<file path="src/rtl/ibex_cosim_dside_tracker.sv">
// Purpose: track data-side bus requests in grant order and emit one completed-access record per response.
// Latency: notify_valid_o pulses one cycle after the rvalid_i cycle that retires the oldest outstanding request.
// Backpressure: none; a grant while full (no same-cycle retire) is dropped and flagged sticky via overflow_o.
// Optional: define DSIDE_TRACKER_RDATA_MASK_EN to zero load-data bytes whose stored byte enable is 0.
module ibex_cosim_dside_tracker #(
    parameter int unsigned  AddrWidth      = 32,
    parameter int unsigned  DataWidth      = 32,
    parameter int unsigned  MaxOutstanding = 2,
    localparam int unsigned BeWidth        = DataWidth / 8,
    localparam int unsigned CntWidth       = $clog2(MaxOutstanding + 1)
) (
    input  logic                 clk_i,
    input  logic                 rst_ni,
    input  logic                 req_i,
    input  logic                 gnt_i,
    input  logic                 we_i,
    input  logic [AddrWidth-1:0] addr_i,
    input  logic [BeWidth-1:0]   be_i,
    input  logic [DataWidth-1:0] wdata_i,
    input  logic                 misaligned_first_i,
    input  logic                 misaligned_second_i,
    input  logic                 rvalid_i,
    input  logic [DataWidth-1:0] rdata_i,
    input  logic                 err_i,
    output logic                 notify_valid_o,
    output logic                 notify_we_o,
    output logic [AddrWidth-1:0] notify_addr_o,
    output logic [DataWidth-1:0] notify_data_o,
    output logic [BeWidth-1:0]   notify_be_o,
    output logic                 notify_err_o,
    output logic                 notify_mis_first_o,
    output logic                 notify_mis_second_o,
    output logic [CntWidth-1:0]  outstanding_o,
    output logic                 full_o,
    output logic                 overflow_o,
    output logic                 underflow_o
);

    localparam int unsigned         PtrWidth = (MaxOutstanding > 1) ? $clog2(MaxOutstanding) : 1;
    localparam logic [PtrWidth-1:0] LastPtr  = PtrWidth'(MaxOutstanding - 1);
    localparam logic [CntWidth-1:0] MaxCnt   = CntWidth'(MaxOutstanding);

    typedef struct packed {
        logic                 we;
        logic [AddrWidth-1:0] addr;
        logic [BeWidth-1:0]   be;
        logic [DataWidth-1:0] wdata;
        logic                 mis_first;
        logic                 mis_second;
    } entry_t;

    entry_t               mem_q [MaxOutstanding];
    entry_t               head;
    entry_t               new_entry;
    logic [PtrWidth-1:0]  wr_ptr_q, wr_ptr_d;
    logic [PtrWidth-1:0]  rd_ptr_q, rd_ptr_d;
    logic [CntWidth-1:0]  cnt_q, cnt_d;
    logic                 ovf_q, ovf_d;
    logic                 unf_q, unf_d;
    logic                 full, empty, grant, push, pop;
    logic [DataWidth-1:0] load_data;

    logic                 nv_q, nv_d;
    logic                 nwe_q, nwe_d;
    logic [AddrWidth-1:0] naddr_q, naddr_d;
    logic [DataWidth-1:0] ndata_q, ndata_d;
    logic [BeWidth-1:0]   nbe_q, nbe_d;
    logic                 nerr_q, nerr_d;
    logic                 nmf_q, nmf_d;
    logic                 nms_q, nms_d;

    assign full      = (cnt_q == MaxCnt);
    assign empty     = (cnt_q == '0);
    assign grant     = req_i & gnt_i;
    // Retiring frees a slot this cycle, so a grant alongside a retire is legal even when full.
    // A grant into an empty FIFO cannot satisfy a same-cycle rvalid: empty gates the pop.
    assign pop       = rvalid_i & ~empty;
    assign push      = grant & (~full | pop);
    assign head      = mem_q[rd_ptr_q];
    assign new_entry = '{we: we_i, addr: addr_i, be: be_i, wdata: wdata_i,
                         mis_first: misaligned_first_i, mis_second: misaligned_second_i};

    // Load data as reported: raw rdata, or with disabled bytes zeroed when masking is built in.
    always_comb begin
        load_data = rdata_i;
`ifdef DSIDE_TRACKER_RDATA_MASK_EN
        for (int b = 0; b < int'(BeWidth); b++) begin
            if (!head.be[b]) begin
                load_data[8*b +: 8] = 8'h00;
            end
        end
`endif
    end

    // Next-state for pointers (wrap at MaxOutstanding, not at a power of two), count and sticky flags.
    always_comb begin
        wr_ptr_d = wr_ptr_q;
        rd_ptr_d = rd_ptr_q;
        cnt_d    = cnt_q;
        ovf_d    = ovf_q | (grant & full & ~pop);
        unf_d    = unf_q | (rvalid_i & empty);
        if (push) begin
            wr_ptr_d = (wr_ptr_q == LastPtr) ? '0 : wr_ptr_q + 1'b1;
        end
        if (pop) begin
            rd_ptr_d = (rd_ptr_q == LastPtr) ? '0 : rd_ptr_q + 1'b1;
        end
        if (push && !pop) begin
            cnt_d = cnt_q + 1'b1;
        end else if (pop && !push) begin
            cnt_d = cnt_q - 1'b1;
        end
    end

    // Next-state for the notification record; fields hold between pulses.
    always_comb begin
        nv_d    = pop;
        nwe_d   = nwe_q;
        naddr_d = naddr_q;
        ndata_d = ndata_q;
        nbe_d   = nbe_q;
        nerr_d  = nerr_q;
        nmf_d   = nmf_q;
        nms_d   = nms_q;
        if (pop) begin
            nwe_d   = head.we;
            naddr_d = head.addr;
            ndata_d = head.we ? head.wdata : load_data;
            nbe_d   = head.be;
            nerr_d  = err_i;
            nmf_d   = head.mis_first;
            nms_d   = head.mis_second;
        end
    end

    // Control and record state, cleared asynchronously so a reset drops every outstanding entry.
    always_ff @(posedge clk_i or negedge rst_ni) begin
        if (!rst_ni) begin
            wr_ptr_q <= '0;
            rd_ptr_q <= '0;
            cnt_q    <= '0;
            ovf_q    <= 1'b0;
            unf_q    <= 1'b0;
            nv_q     <= 1'b0;
            nwe_q    <= 1'b0;
            naddr_q  <= '0;
            ndata_q  <= '0;
            nbe_q    <= '0;
            nerr_q   <= 1'b0;
            nmf_q    <= 1'b0;
            nms_q    <= 1'b0;
        end else begin
            wr_ptr_q <= wr_ptr_d;
            rd_ptr_q <= rd_ptr_d;
            cnt_q    <= cnt_d;
            ovf_q    <= ovf_d;
            unf_q    <= unf_d;
            nv_q     <= nv_d;
            nwe_q    <= nwe_d;
            naddr_q  <= naddr_d;
            ndata_q  <= ndata_d;
            nbe_q    <= nbe_d;
            nerr_q   <= nerr_d;
            nmf_q    <= nmf_d;
            nms_q    <= nms_d;
        end
    end

    // Entry storage needs no reset: validity is carried entirely by the pointers and count.
    always_ff @(posedge clk_i) begin
        if (push) begin
            mem_q[wr_ptr_q] <= new_entry;
        end
    end

    assign notify_valid_o      = nv_q;
    assign notify_we_o         = nwe_q;
    assign notify_addr_o       = naddr_q;
    assign notify_data_o       = ndata_q;
    assign notify_be_o         = nbe_q;
    assign notify_err_o        = nerr_q;
    assign notify_mis_first_o  = nmf_q;
    assign notify_mis_second_o = nms_q;
    assign outstanding_o       = cnt_q;
    assign full_o              = full;
    assign overflow_o          = ovf_q;
    assign underflow_o         = unf_q;

endmodule

</file>
<file path="config.mk">
export PLATFORM = sky130hd
export DESIGN_NAME = ibex_cosim_dside_tracker
export DESIGN_NICKNAME = d
export VERILOG_FILES = /design/src/rtl/ibex_cosim_dside_tracker.sv
export SDC_FILE = /design/constraint.sdc
export NUM_CORES = 1
export LEC_CHECK = 0
export ABC_AREA = 1
export BUFFER_PORTS_ARGS = -buffer_cell sky130_fd_sc_hd__buf_2
export CORE_AREA = 2 2 176 213
export CTS_CLUSTER_DIAMETER = 30
export DETAILED_ROUTE_END_ITERATION = 16
export DIE_AREA = 0 0 178 215
export RECOVER_POWER = 100
export SYNTH_ARGS = -nofsm -noshare
export SYNTH_HDL_FRONTEND = slang
export SYNTH_SLANG_ARGS = --single-unit
</file>
<file path="constraint.sdc">
create_clock -name clk_i -period 10.7 [get_ports clk_i]
set_input_delay 0.535 -clock clk_i [delete_from_list [all_inputs] [get_ports clk_i]]
set_output_delay 0.535 -clock clk_i [all_outputs]
set_load 0.005 [all_outputs]
</file>
==> flow_summary.toml <==
[outcome]
run_status = "finished with violations"
failed_checks = "capacitance limit, slew limit"

[timing]
finalSetupViolations = 0
setup_repair_after_global_routing_missed_its_margin = "no"
timing.clock.skew_ps = 12.67
slew_viol_final = 360
max_freq_ghz = 0.1660
post-route-min-period_ps = 6025
worst_slew_pin_slew_ps = 4665
final_min_period_over_clock_period_pct = 56.31
final.setup.tns_ps = 0
timing.hold.ws_ps = 178.4
timing.final.hold_violations = 0
normalized_max_slew_margin_pct = -211.0

[detailed_routing]
first_iter_violations = 309
detail_route.vias_per_cell = 4.001
avgRoutedWirePerCell_um = 14.29
met3RoutedLength_mm = 1.279
num_vias = 6405
wirelength_mm = 22.87
antenna_left = 0
top_layer = "met5"
first_pass_iters = 6
met1_length_mm = 9.539
drcViolationCount = 0
detail_route_met2_wl_mm = 11.28

[floorplan]
num_rows = 77
dieWidth_um = 178
initial_core_util_pct = 24.62
die_area_um2 = 38270
floorplan.core_area_um2 = 36320
chipHeight_um = 215
i_o_pin_cnt = 187

[global_route]
number_of_global_route_vias_before_repair = 6586
antenna_found_initial = 1
grt_max_degree = 76
global_route_wire_length_before_repair_mm = 35.58
grt_use_total_pct = 12.12
globalRoute.totalOverflow = 0

[critical_path]
criticalPathCategory = "flop to flop"
timing.critical_path.arrival_ps = 6490
cp-start-kind = "flop"
timing.critical_path.fanout_max = 75
critical_path_required_ps = 11170
critPathCaptureType = "flop"
internal_reg_to_reg_setup_slack_ps = 4680
reg2regPathDepth = 7

[clock_network]
cts.sink_count = 221
clk_latency_ps = 550
tritoncts = "done"
clockBufferDepth = 3
cts_inserted_buffers = 50
cts_root_buf = "clkbuf_16"
clk_pin_slew_ps = 50
cts_max_level = 2
post_cts_setup_buffers = 0

[synth]
synth-adder-area-share_pct = 0.1399
synth_xor_xnor_area_share_pct = 0.1959
synth_cell_type_count = 20
syn-instance-count = 881
synth_largest_area_cell = "edfxtp_1"
synth_simple_gate_area_share_pct = 22.51
muxShareOfSynthArea_pct = 0
synth-seq-area-share_pct = 69.79
yosys_top_cell_area_share_pct = 47.68
synth_top_family_by_area = "simple AND/OR/NAND/NOR gates"
synth_compound_gate_area_share_pct = 0.1679
synthesis.area_per_instance_um2 = 10.15
post_synth_instance_area_um2 = 8942
synth.yosys.warnings = 0
synth_area_leaders = "edfxtp_1, dfrtp_1, nand2_1, inv_1, nand3_1"
number_of_storage_elements_in_the_synthesis_netlist = 221
mappedNetlistNets = 991

[placed_design]
dpl-instance-area_um2 = 10280
detailed_place_hpwl_mm = 13.31
placement.io_buffers = 186
gpl.final_weighted_congestion = 0.7295

[final_layout]
antennaDiodeCount = 0
layout_commonest_cell = "nand2_1"
commonest_cells_after_routing_fill_and_taps_aside = "nand2_1, edfxtp_1, buf_2, inv_1, clkbuf_1"
finish.utilization_pct = 32.99
layout.nets = 1195
n_fill_cell = 3704
areaGrowthSynthToFinish_pct = 34.01
seq_area_um2 = 6245
multi_input_comb_area_um2 = 2061
final_layout_size_suffix_gt1_share_pct = 17.39
final_design_area_no_fill_um2 = 11980

[power_and_ir_drop]
post-layout-total-power_uw = 3647
vdd_drop_max_mv = 0.1806
power_density_nw_per_um2 = 304.3
static-leakage-power_uw = 0.005648

[min_path]
hold_path_depth = 1
min-delay-path-class = "primary input to flop"

[run]
max_cap_violations = 5
-- metrics by stage --
| step | std cells | setup slack [ps] |
|---|---|---|
| after detailed placement | 1506 | 7330 |
| after global routing | 1601 | 3793 |
| after CTS | 1601 | 7311 |
| final | 1601 | 4675 |
| after global placement | 1506 | 7425 |
| after floorplan | 881 | 6494 |
-- synthesized netlist by cell type, drive strengths merged --
cell,number
nand3,66
nand2,440
o21bai,2
xor2,1
edfxtp,142
nor2,2
dfrtp,79
buf,36
ha,1
clkinv,1
xnor2,1
clkbuf,3
inv,106
nand4,1
-- path summary, 6_finish.rpt --
| path | to | start |
|---|---|---|
| worst min-delay path | mem_q[0][66] | addr_i[28] |
| worst min register to register | underflow_o | underflow_o |
| worst max register to register | notify_addr_o[26] | outstanding_o[0] |
| max in group asynchronous | rd_ptr_q | rst_ni |
| min in group asynchronous | notify_addr_o[26] | rst_ni |
| worst max-delay path | notify_addr_o[26] | outstanding_o[0] |
-- metal layers --
metal / global-route usage [%] / vias up
met3: 3.043 / 54
met4: 5.984 / 2
met2: 20.80 / 178
li1: - / 3186
met5: 0 / -
met1: 13.92 / 2985
-- state kept, by name, indices dropped and copies added, names as in the netlist --
register	count
mem_q	142
notify_addr_o	32
notify_be_o	4
notify_data_o	32
notify_err_o	1
notify_mis_first_o	1
notify_mis_second_o	1
notify_valid_o	1
notify_we_o	1
outstanding_o	2
overflow_o	1
rd_ptr_q	1
underflow_o	1
wr_ptr_q	1
-- cell families (layout without fill, tap and decap cells) --
group                      Yosys count  in the layout
adders and majority gates            1              1
buffers and inverters              146            392
xor gates and xnor gates             2              2
DFF                                221            221
and+or+nand+nor                    509            509
AOI/OAI and AO/OA                    2              2
-- report_power, final --
group	internal [uW]	total, uW	switching [uW]
combinational	265	734	469
clock	1140	1630	487
sequential	1130	1280	149
-- timing repair --
| action | CTS | global route |
|---|---|---|
| hold buffers | 1 | 0 |
| resized for setup | 0 | 0 |
| hold endpoints to repair | 14 | 0 |
-- worst max-delay path, stage by stage, from the launching register on --
cell        delay [ps]
dfrtp_1            420
inv_1               90
nand2_1             90
nand2_1           1630
clkinvlp_2         530
clkbuf_1          2680
nand2_1            270
nand2_1            190
-- cell type report --
class	count	area share (%)
Clock buffer	62	11.35
Clock inverter	32	3.873
Inverter	107	3.393
Multi-Input combinational cell	514	17.20
Sequential cell	221	52.11
Tap cell	474	4.949
Timing Repair Buffer	191	7.131
Note: power is estimated with default switching activity, not from simulation.
